## config.mk

```make
export PLATFORM = sky130hd
export DESIGN_NAME = mem_stage_dmem_ctrl
export DESIGN_NICKNAME = d
export VERILOG_FILES = /design/src/rtl/mem_pkg.sv /design/src/rtl/mem_load_align.sv /design/src/rtl/mem_stage_dmem_ctrl.sv
export SDC_FILE = /design/constraint.sdc
export NUM_CORES = 1
export LEC_CHECK = 0
export CAP_MARGIN = 0
export CELL_PAD_IN_SITES_DETAIL_PLACEMENT = 0
export CELL_PAD_IN_SITES_GLOBAL_PLACEMENT = 1
export CORE_ASPECT_RATIO = 0.8
export CORE_MARGIN = 2
export CORE_UTILIZATION = 29
export DETAILED_ROUTE_END_ITERATION = 16
export PLACE_DENSITY_LB_ADDON = 0.25
export SLEW_MARGIN = 20
export SYNTH_ARGS = -nofsm -noshare
export SYNTH_HDL_FRONTEND = slang
export SYNTH_SLANG_ARGS = --single-unit
```

## constraint.sdc

```tcl
create_clock -name CLK -period 3.9 [get_ports CLK]
set_clock_uncertainty 0.05 [all_clocks]
set_input_delay 0.585 -clock CLK [delete_from_list [all_inputs] [get_ports CLK]]
set_output_delay 0.585 -clock CLK [all_outputs]
set_load 0.02 [all_outputs]
```

## src/rtl/mem_pkg.sv

```systemverilog
// Shared definitions for the memory-stage data-memory controller:
// funct3 access codes, FSM state encoding and access-size decoding.
package mem_pkg;

    // Load/store funct3 encodings
    localparam logic [2:0] FUNCT3_LB  = 3'b000;
    localparam logic [2:0] FUNCT3_LH  = 3'b001;
    localparam logic [2:0] FUNCT3_LW  = 3'b010;
    localparam logic [2:0] FUNCT3_LBU = 3'b100;
    localparam logic [2:0] FUNCT3_LHU = 3'b101;
    localparam logic [2:0] FUNCT3_SB  = 3'b000;
    localparam logic [2:0] FUNCT3_SH  = 3'b001;
    localparam logic [2:0] FUNCT3_SW  = 3'b010;

    // Controller FSM encoding (kept as plain constants for legacy tools)
    localparam logic [1:0] ST_IDLE = 2'b00;
    localparam logic [1:0] ST_WAIT = 2'b01;
    localparam logic [1:0] ST_DONE = 2'b10;

    typedef enum logic [1:0] {
        SZ_BYTE = 2'b00,
        SZ_HALF = 2'b01,
        SZ_WORD = 2'b10
    } acc_size_e;

    // Size is carried in funct3[1:0]; the unused codes 011/110/111 fall to word.
    function automatic acc_size_e size_of(input logic [2:0] funct3);
        case (funct3[1:0])
            2'b00:   size_of = SZ_BYTE;
            2'b01:   size_of = SZ_HALF;
            default: size_of = SZ_WORD;
        endcase
    endfunction

endpackage

```

## src/rtl/mem_load_align.sv

```systemverilog
// Load alignment: picks the addressed byte/halfword out of the bus word
// and sign- or zero-extends it to 32 bits. Purely combinational.
module mem_load_align
    import mem_pkg::*;
(
    input  logic [31:0] rdata_i,
    input  logic [1:0]  off_i,
    input  logic [2:0]  funct3_i,
    output logic [31:0] data_o
);

    logic [7:0]  byte_sel;
    logic [15:0] half_sel;

    // Halfword selection only looks at off[1]; off[0] of a halfword is ignored.
    assign byte_sel = rdata_i[{off_i, 3'b000} +: 8];
    assign half_sel = rdata_i[{off_i[1], 4'b0000} +: 16];

    // Extend the selected lane by size; funct3[2] marks the unsigned forms
    always_comb begin
        // NOTE: every output gets a value before the case so no path can infer a latch.
        data_o = rdata_i;
        case (size_of(funct3_i))
            SZ_BYTE: data_o = funct3_i[2] ? {24'h0, byte_sel}
                                          : {{24{byte_sel[7]}}, byte_sel};
            SZ_HALF: data_o = funct3_i[2] ? {16'h0, half_sel}
                                          : {{16{half_sel[15]}}, half_sel};
            default: data_o = rdata_i;
        endcase
    end

endmodule

```

## src/rtl/mem_stage_dmem_ctrl.sv

```systemverilog
// Memory-stage controller: issues one req/ack data-memory access per load
// or store, stalls the pipeline until it completes, steers store lanes and
// extends load data for MEM/WB. A wait counter bounds the ACK wait and
// reports a bus error on expiry.
// Optional build macro MEM_MISALIGN_TRAP_EN: misaligned half/word accesses
// are trapped (never issued) and flagged on OUT_MISALIGN.
module mem_stage_dmem_ctrl
    import mem_pkg::*;
#(
    parameter int ACK_TIMEOUT = 64,
    parameter int CNT_WIDTH   = 7
)(
    input  logic        CLK,
    input  logic        RESET,
    input  logic [31:0] IN_ALU_RESULT,
    input  logic [31:0] IN_RS2_DATA,
    input  logic [2:0]  IN_FUNCT3,
    input  logic        IN_MEM_READ,
    input  logic        IN_MEM_WRITE,
    output logic        DMEM_REQ,
    output logic        DMEM_WE,
    output logic [31:0] DMEM_ADDR,
    output logic [31:0] DMEM_WDATA,
    output logic [3:0]  DMEM_BE,
    input  logic [31:0] DMEM_RDATA,
    input  logic        DMEM_ACK,
    output logic [31:0] OUT_DMEM_OUT,
    output logic        OUT_STALL,
    output logic        OUT_BUS_ERR,
    output logic        OUT_MISALIGN
);

    localparam logic [CNT_WIDTH-1:0] CNT_LAST = CNT_WIDTH'(ACK_TIMEOUT - 1);

    logic [1:0]           state_q, state_d;
    logic [CNT_WIDTH-1:0] cnt_q, cnt_d;
    logic                 req_q, req_d;
    logic                 we_q, we_d;
    logic [31:0]          addr_q, addr_d;
    logic [31:0]          wdata_q, wdata_d;
    logic [3:0]           be_q, be_d;
    logic [1:0]           off_q, off_d;
    logic [2:0]           funct3_q, funct3_d;
    logic [31:0]          dout_q, dout_d;
    logic                 bus_err_q, bus_err_d;

    logic                 access;
    logic                 misalign_det;
    acc_size_e            in_size;
    logic [1:0]           in_off;
    logic [3:0]           st_be;
    logic [31:0]          st_wdata;
    logic [31:0]          load_data;

    assign access  = IN_MEM_READ | IN_MEM_WRITE;
    assign in_size = size_of(IN_FUNCT3);
    assign in_off  = IN_ALU_RESULT[1:0];

`ifdef MEM_MISALIGN_TRAP_EN
    logic misalign_q;

    assign misalign_det = ((in_size == SZ_HALF) && in_off[0]) ||
                          ((in_size == SZ_WORD) && (in_off != 2'b00));

    // Misalign flag pulses in the DONE cycle that follows a trapped access
    always_ff @(posedge CLK or posedge RESET) begin
        if (RESET) misalign_q <= 1'b0;
        else       misalign_q <= (state_q == ST_IDLE) && access && misalign_det;
    end

    assign OUT_MISALIGN = misalign_q;
`else
    assign misalign_det = 1'b0;
    assign OUT_MISALIGN = 1'b0;
`endif

    // Store lane steering: replicate data across lanes, enable addressed bytes
    always_comb begin
        st_be    = 4'b1111;
        st_wdata = IN_RS2_DATA;
        case (in_size)
            SZ_BYTE: begin
                st_be    = 4'b0001 << in_off;
                st_wdata = {4{IN_RS2_DATA[7:0]}};
            end
            SZ_HALF: begin
                st_be    = 4'b0011 << {in_off[1], 1'b0};
                st_wdata = {2{IN_RS2_DATA[15:0]}};
            end
            default: ;
        endcase
    end

    mem_load_align u_load_align (
        .rdata_i  (DMEM_RDATA),
        .off_i    (off_q),
        .funct3_i (funct3_q),
        .data_o   (load_data)
    );

    // FSM next state: issue from IDLE, wait for ACK or timeout, one DONE cycle
    always_comb begin
        state_d   = state_q;
        cnt_d     = cnt_q;
        req_d     = req_q;
        we_d      = we_q;
        addr_d    = addr_q;
        wdata_d   = wdata_q;
        be_d      = be_q;
        off_d     = off_q;
        funct3_d  = funct3_q;
        dout_d    = dout_q;
        bus_err_d = 1'b0;
        case (state_q)
            ST_IDLE: begin
                if (access) begin
                    if (misalign_det) begin
                        dout_d  = 32'h0;
                        state_d = ST_DONE;
                    end else begin
                        req_d    = 1'b1;
                        we_d     = IN_MEM_WRITE;
                        addr_d   = {IN_ALU_RESULT[31:2], 2'b00};
                        be_d     = IN_MEM_WRITE ? st_be : 4'b1111;
                        wdata_d  = IN_MEM_WRITE ? st_wdata : wdata_q;
                        off_d    = in_off;
                        funct3_d = IN_FUNCT3;
                        cnt_d    = '0;
                        state_d  = ST_WAIT;
                    end
                end
            end
            ST_WAIT: begin
                // ACK is tested first so it wins over a coincident timeout
                if (DMEM_ACK) begin
                    req_d   = 1'b0;
                    if (!we_q) dout_d = load_data;
                    state_d = ST_DONE;
                end else if (cnt_q == CNT_LAST) begin
                    req_d     = 1'b0;
                    dout_d    = 32'h0;
                    bus_err_d = 1'b1;
                    state_d   = ST_DONE;
                end else begin
                    cnt_d = cnt_q + CNT_WIDTH'(1);
                end
            end
            ST_DONE: state_d = ST_IDLE;
            default: state_d = ST_IDLE;
        endcase
    end

    // State and bus registers; async reset also drops an in-flight request
    always_ff @(posedge CLK or posedge RESET) begin
        if (RESET) begin
            state_q   <= ST_IDLE;
            cnt_q     <= '0;
            req_q     <= 1'b0;
            we_q      <= 1'b0;
            addr_q    <= 32'h0;
            wdata_q   <= 32'h0;
            be_q      <= 4'h0;
            off_q     <= 2'b00;
            funct3_q  <= 3'b000;
            dout_q    <= 32'h0;
            bus_err_q <= 1'b0;
        end else begin
            // NOTE: non-blocking assignments so every register samples pre-edge values.
            state_q   <= state_d;
            cnt_q     <= cnt_d;
            req_q     <= req_d;
            we_q      <= we_d;
            addr_q    <= addr_d;
            wdata_q   <= wdata_d;
            be_q      <= be_d;
            off_q     <= off_d;
            funct3_q  <= funct3_d;
            dout_q    <= dout_d;
            bus_err_q <= bus_err_d;
        end
    end

    assign DMEM_REQ     = req_q;
    assign DMEM_WE      = we_q;
    assign DMEM_ADDR    = addr_q;
    assign DMEM_WDATA   = wdata_q;
    assign DMEM_BE      = be_q;
    assign OUT_DMEM_OUT = dout_q;
    assign OUT_BUS_ERR  = bus_err_q;
    assign OUT_STALL    = (state_q == ST_WAIT) || ((state_q == ST_IDLE) && access);

endmodule

```

Yosys cells after proc, flatten, opt, wreduce, memory -nomap -nowiden

Cells that the tools add are included.

Bits in registers: 115
Input port bits: 104
Output and inout port bits: 105
Logic and storage cells: 69

$add $sub $neg: 1
Eq/ne operators: 11
Shifts and indexed selects: 4
Muxes and demuxes: 26
Bitwise logic cells: 1
Reduce and logical (&&, ||, !) cells: 15

Operators with widths:

| operator                                                              | number |
|---|---|
| 32-bit two-way mux                                                    | 5 |
| 32-bit case mux with 2 select lines                                   | 2 |
| 32-bit by 6-bit indexed part select with 16-bit output                | 1 |
| 32-bit by 6-bit indexed part select with 8-bit output                 | 1 |
| 7-bit two-way mux                                                     | 3 |
| 7-bit case mux with 2 select lines                                    | 1 |
| 2-bit case mux with 2 select lines                                    | 3 |
| 2-bit by 1-bit equality test with 1-bit output, second input constant | 5 |
| 2-bit logical NOT                                                     | 5 |
| 3-bit AND reduction                                                   | 3 |
| 2-bit inequality test, second input constant                          | 4 |
| 4-bit case mux with 2 select lines                                    | 1 |
| 7-bit by 1-bit adder with 7-bit output, second input constant         | 1 |
| 7-bit by 6-bit equality test with 1-bit output, second input constant | 1 |
| 1-bit two-way mux                                                     | 6 |
| 2-bit two-way mux                                                     | 3 |
| 4-bit two-way mux                                                     | 1 |
| 2-bit AND reduction                                                   | 2 |
| 4-bit AND reduction                                                   | 1 |
| 2-bit nonzero test                                                    | 2 |
| 1-bit by 2-bit << shifter with 4-bit output, first input constant     | 1 |
| 2-bit by 2-bit << shifter with 4-bit output, first input constant     | 1 |
| 3-bit inequality test, second input constant                          | 1 |
| 1-bit case mux with 2 select lines                                    | 1 |
| 3 further kinds                                                       | 3 |

Logic depth before layout (Yosys ltp)

Gate-level depths: netlist (run 1).

Depth in word-level cells: 6
Depth in mapped cells: 7

Modules after synthesis

From an unflattened synthesis (run 1), not the netlist that was laid out.

Cells, all modules: 558
Area total of the unflattened synthesis: 5,756.8 um^2

Modules (own cells, without submodules):

| module              | times used | cells each | area each (um^2) | sequential area each (um^2) |
|---|---|---|---|---|
| mem_stage_dmem_ctrl | 1          | 431        | 5,008.6          | 2,877.8 |
| mem_load_align      | 1          | 127        | 748.2            | 0.0 |

Least setup slack after synthesis (run 1)

Ideal clock, no wire load.

Path kind: input-to-reg
Start: input port DMEM_ACK
End: register cnt_q[0]
Setup time: 125 ps
Arrival time: 1,756 ps
Data required time: 3,725 ps
Path slack: 1,969 ps
Cell stages on the path: 6
Path buffers: 1
Path through: or3b_1 -> buf_6 -> o31ai_1 -> nand2_1 -> inv_1 -> mux2_2

Word-level cells in the longest chain between the ends: 2

Ends and longest elaborated chain:

| what                                   | line                       | source |
|---|---|---|
| from (decl)                            | mem_stage_dmem_ctrl.sv:26  | `input logic DMEM_ACK,` |
| 2-bit inequality test (no source line) | n/a                        |  |
| 4-bit AND reduction (no source line)   | n/a                        |  |
| to (signal assigned)                   | mem_stage_dmem_ctrl.sv:170 | `cnt_q <= cnt_d;` |
| to (decl)                              | mem_stage_dmem_ctrl.sv:36  | `logic [CNT_WIDTH-1:0] cnt_q, cnt_d;` |

No other way between the ends.
A chain may end at the register's enable or synchronous reset.

Worst setup path in the final report (run 1)

Start: input port IN_MEM_WRITE
End: output port OUT_STALL

Word-level cells in the longest chain between the ends: 3

Ends and longest elaborated chain:

| what              | line                       | source |
|---|---|---|
| from (decl)       | mem_stage_dmem_ctrl.sv:19  | `input logic IN_MEM_WRITE,` |
| 1-bit bitwise OR  | mem_stage_dmem_ctrl.sv:55  | `assign access = IN_MEM_READ \| IN_MEM_WRITE;` |
| 1-bit logical AND | mem_stage_dmem_ctrl.sv:190 | `assign OUT_STALL = (state_q == ST_WAIT) \|\| ((state_q == ST_IDLE) && access);` |
| 1-bit logical OR  | mem_stage_dmem_ctrl.sv:190 |  |
| to (decl)         | mem_stage_dmem_ctrl.sv:28  | `output logic OUT_STALL,` |

No other way between the ends.

==> flow_summary.toml, run 1 <==
[run_status]
outcome = "completed"

[final_layout]
post-route-util = 0.450
syn_to_final_growth_pct = 53.1
final_area_um2 = 8100
antenna_cells = 0
layout_common_cells = "205 x clkdlybuf4s50_1, 163 x nand2_1, 115 x dfrtp_1, 44 x o21ai_0, 34 x mux2i_1"
mostFrequentLayoutCell = "clkdlybuf4s50_1"
fillCellCount = 1688
nets = 833
post_layout_nonfiller_instances = 971
drive_gt1_frac = 0.0688

[yosys]
yosysWarnings = 0
netlist_instances = 536
synth_cell_types = 49
avgSynthCellArea_um2 = 9.86
synth_seq_area_share = 0.544
yosys_most_used_dff = "dfrtp_1"
async_reset_ff_frac = 1.00
synth-seq-cells = 115
syn_area_um2 = 5290
synth_edf_count = 0

[sta]
final.period_utilization = 0.715
hold_viol = 0
fin_setup_tns_ns = 0
relSlewSlack = 0.329
timing.hold.ws_ns = 0.421
fmax_mhz = 359
drv_slew = 0
setup_viol = 0
worst_pin_slew_ns = 1.00
rsz0062_at_grt = "no"
period_needed_ns = 2.79

[clock_tree]
path_clk_slew_ns = 0.05
clock_latency_ns = 0.41
clock-sinks = 115
htree_levels = 4
cts_buffers = 17
postCtsSetupBuffers = 0
cts_resized = 0
clk_path_buf_depth = 2
hold_buffers = 0
ctsRootBufferMaster = "clkbuf_16"
cts_tree = "done"

[setup_path]
end_kind = "output port"
worstSetupPathType = "input pin to output port"
cp.arrival_ns = 2.15
reg2reg_depth = 4
critPathMaxFanout = 5
worstSetupStartpointType = "input pin"
cpMaxStageDelayCell = "clkdlybuf4s50_1"
required_ns = 3.26
crit_chain = "clkdlybuf4s50_1, or2_2, nor2_1, nor2_1, clkdlybuf4s50_1"
critical-path-max-stage-delay_ns = 0.55

[power_and_ir_drop]
powerDensity_nw_per_um2 = 829
ir_worst_vdd_uv = 585
leakagePower_nw = 3.55

[detailed_routing]
drt_wl_total_um = 15900
num_vias = 4659
drtPass1Iterations = 5
first_iter_violations = 236
routedWlPerCell_um = 16.3
vias_per_cell = 4.80
drc = 0
ant_nets = 0

[place]
place.detailed.hpwl_um = 11300
place_inst = 939
port-buffer-count = 205
place_area_um2 = 7510
gp_congestion = 0.777

[global_routing]
antenna_found_initial = 0
grt_pass1_wl_um = 25000
grt_overflow = 0
first_global_vias = 4645
grt_max_degree = 68
grt_util_all_layers = 0.166

[die]
initial_core_util = 0.294
coreArea_um2 = 18000
fp.dieW_um = 155
top_level_ports = 209
core.rowCount = 44
die_h_um = 125
die_area_um2 = 19300

[worst_hold_path]
holdPathStages = 2
hold_class = "flip-flop to flip-flop"

[flow_run]
maxCapViolCount = 0
==> stage by stage <==
| stage | setup slack, ns | total power, mW |
|---|---|---|
| 6_report | 1.11 | 6.71 |
| 4_1_cts | 1.11 | 6.80 |
| 3_3_place_gp | 1.12 | 5.17 |
| 3_5_place_dp | 1.11 | 5.23 |
| 2_1_floorplan | 0.221 | 3.77 |
| 5_1_grt | 0.987 | 7.15 |
==> cell usage after synthesis (4+ instances only) <==
cell type / number / area share
mux2_2: 4 / 0.0085
dfrtp_1: 115 / 0.54
or3_1: 7 / 0.0083
inv_1: 7 / 0.0050
mux2i_1: 34 / 0.064
buf_6: 4 / 0.0085
nor2_1: 17 / 0.012
a221o_1: 16 / 0.030
o2bb2ai_1: 7 / 0.012
a32o_1: 8 / 0.015
buf_4: 5 / 0.0071
a21oi_1: 20 / 0.019
clkbuf_1: 23 / 0.016
o21ai_0: 44 / 0.042
nand2b_1: 12 / 0.014
nand2_1: 165 / 0.12
==> registers in the layout, indices dropped and copies added (netlist names) <==
register and flops:
cnt_q 7, DMEM_WE 1, DMEM_WDATA 32, DMEM_ADDR 30
OUT_BUS_ERR 1, state_q 2, off_q 2, DMEM_REQ 1
DMEM_BE 4, funct3_q 3, OUT_DMEM_OUT 32
==> routing by layer <==
layer	up-vias	track usage	share of wire
li1	2239	-	-
met2	163	0.244	0.43
met4	0	0.0599	0.020
met3	22	0.0536	0.079
met1	2235	0.230	0.47
met5	-	0	0
==> area by class of cell <==
cell class | count | area [um2] | share of cell area
Sequential cell | 115 | 2880 | 0.355
Multi-Input combinational cell | 378 | 2210 | 0.272
Timing Repair Buffer | 209 | 2110 | 0.260
Clock buffer | 20 | 457 | 0.0564
Tap cell | 230 | 288 | 0.0355
Clock inverter | 12 | 133 | 0.0164
Inverter | 7 | 28.8 | 0.00355
==> worst paths after layout <==
path | end | startpoint | slack (ns)
setup / recovery | OUT_STALL | IN_MEM_WRITE | 1.11
hold / removal | DMEM_ADDR[14] | DMEM_ADDR[14] | 0.42
setup reg to reg | OUT_DMEM_OUT[11] | off_q[1] | 1.51
hold reg to reg | DMEM_ADDR[14] | DMEM_ADDR[14] | 0.42
max in group asynchronous | DMEM_ADDR[21] | RESET | 2.35
min in group asynchronous | DMEM_ADDR[2] | RESET | 0.65
==> logic make-up after synthesis <==
group	Yosys count	share of synthesized area
fa+ha+maj	1	0.00237
mux	39	0.0771
simple gates	223	0.187
compound gates	112	0.147
other cells	1	0.000709
buf+inv	45	0.0419
flops	115	0.544
==> power by group <==
group	internal (mW)	switching [mW]	leakage, nW
clock	0.971	0.556	0.270
sequential	1.73	0.401	1.44
combinational	1.42	1.62	1.85
==> worst max-delay path: cells and delay by family <==
| kind | cells | cell delay, ns |
|---|---|---|
| buf+inv | 2 | 1.03 |
| simple gates | 3 | 0.54 |
Power figures use the tool's default switching activity.
==> inputs of run 2 (changes only) <==
==> constraint.sdc (replaced) <==
create_clock -name CLK -period 2.55 [get_ports CLK]
set_clock_uncertainty 0.05 [all_clocks]
set_input_delay 0.3825 -clock CLK [delete_from_list [all_inputs] [get_ports CLK]]
set_output_delay 0.3825 -clock CLK [all_outputs]
set_load 0.02 [all_outputs]
==> run 2 against run 1 <==
Effect of this change: non-clock buffer count is 18 higher; hold slack better by 0.0044 ns; sequential power increased by 50%; first-iteration DRC count fell by 2.1%; via count increased by 1.5%; register-to-register slack got worse by 1.1 ns; routed wire length grew 3.0%; utilization grew 0.68 points; global-route usage is 0.74 points higher; critical path type unchanged; critical endpoint unchanged; largest cell class unchanged; largest power group unchanged.
==> flow_summary.toml, run 2 (synthesis gave the netlist of run 1 again) <==
[die]
core.rowCount = 44
coreArea_um2 = 18000
die_h_um = 125
fp.dieW_um = 155
die_area_um2 = 19300
initial_core_util = 0.294
top_level_ports = 209

[sta]
setup_ws_ns = 0.247
fin_setup_tns_ns = 0
drv_slew = 0
relSlewSlack = 0.393
period_needed_ns = 2.30
final.period_utilization = 0.903
hold_viol = 0
worst_pin_slew_ns = 0.906
fmax_mhz = 434
timing.hold.ws_ns = 0.425
setup_viol = 0
rsz0062_at_grt = "no"

[worst_hold_path]
holdPathStages = 2
hold_class = "flip-flop to flip-flop"
min-delay-start = "DMEM_ADDR[21]"

[setup_path]
required_ns = 2.12
cpMaxStageDelayCell = "clkdlybuf4s50_1"
critical-path-max-stage-delay_ns = 0.55
crit_chain = "clkdlybuf4s50_1, or2_2, nor2_1, nor2_1, clkdlybuf4s50_1"
crit_buf_inv = 2
critPathLaunch = "IN_MEM_WRITE"
cp_top_family = "buffers and inverters"
r2r_start = "cnt_q[0]"
cp.arrival_ns = 1.87
end_kind = "output port"
critPathMaxFanout = 2
cp.depth = 5
worstSetupStartpointType = "input pin"
reg2reg_depth = 5
worstSetupPathType = "input pin to output port"

[final_layout]
post_layout_nonfiller_instances = 988
final_area_um2 = 8220
fillCellCount = 1672
syn_to_final_growth_pct = 55.4
antenna_cells = 0
layout_common_cells = "205 x clkdlybuf4s50_1, 164 x nand2_1, 115 x dfrtp_1, 44 x o21ai_0, 34 x mux2i_1"
drive_gt1_frac = 0.0884
mostFrequentLayoutCell = "clkdlybuf4s50_1"
post-route-util = 0.457
nets = 851

[detailed_routing]
routedWlPerCell_um = 16.5
drc = 0
drtPass1Iterations = 4
vias_per_cell = 4.79
drt_wl_total_um = 16300
first_iter_violations = 231
ant_nets = 0
num_vias = 4728

[clock_tree]
clock-sinks = 115
clk_path_buf_depth = 2
path_clk_slew_ns = 0.05
cts_resized = 0
htree_levels = 4
cts_buffers = 17
hold_buffers = 0
cts_tree = "done"
clock_latency_ns = 0.41
postCtsSetupBuffers = 0
ctsRootBufferMaster = "clkbuf_16"

[power_and_ir_drop]
ir_worst_vdd_uv = 464
power.total_mw = 10.4
powerDensity_nw_per_um2 = 1270
leakagePower_nw = 3.65

[flow_run]
maxCapViolCount = 0

[place]
place.detailed.hpwl_um = 11600
preCtsSetupSlack_ns = 0.108
place_inst = 957
port-buffer-count = 205
place_area_um2 = 7640
gp_congestion = 0.808

[global_routing]
grt_util_all_layers = 0.174
grt_overflow = 0
antenna_found_initial = 0
first_global_vias = 4741
grt_pass1_wl_um = 26400
grt_max_degree = 116

[run_status]
outcome = "completed"
-- run 2: cell types whose count changed in the layout (fill, tap and decap cells not counted), sizes merged --
cell,before,now
buf,4,22
clkinvlp,6,4
clkbuf,20,21
clkinv,4,5
inv,7,6
-- run 2: final cells by class --
cell class,instances,area (um2),share of cell area
clock inverter,10,108,0.0131
multi-input combinational,378,2200,0.268
inverter,7,30.0,0.00365
clock buffer,21,470,0.0572
timing repair buffer,227,2240,0.273
tap,230,288,0.0350
sequential,115,2880,0.350
-- run 2: metal layers --
metal	GRT usage	up-vias	share of wire
met4	0.0534	0	0.013
li1	-	2279	-
met5	0	-	0
met3	0.0508	20	0.074
met1	0.248	2261	0.48
met2	0.254	168	0.44
-- run 2: worst reg2reg max path: stages, from the launching register on --
cell	delay, ns
dfrtp_1	0.41
ha_1	0.24
and4_1	0.26
a31oi_4	0.66
buf_4	0.29
o2bb2ai_1	0.13
-- run 2: final timing paths --
path,to,slack (ns)
max,OUT_STALL,0.25
min,DMEM_ADDR[21],0.42
max reg2reg,OUT_DMEM_OUT[3],0.42
min reg2reg,DMEM_ADDR[21],0.42
max in group asynchronous,DMEM_WDATA[27],1.52
min in group asynchronous,DMEM_ADDR[27],0.46
-- run 2: power by group --
group / switching [mW] / internal, mW
logic: 2.59 / 2.28
clock network: 0.847 / 1.50
registers: 0.550 / 2.65
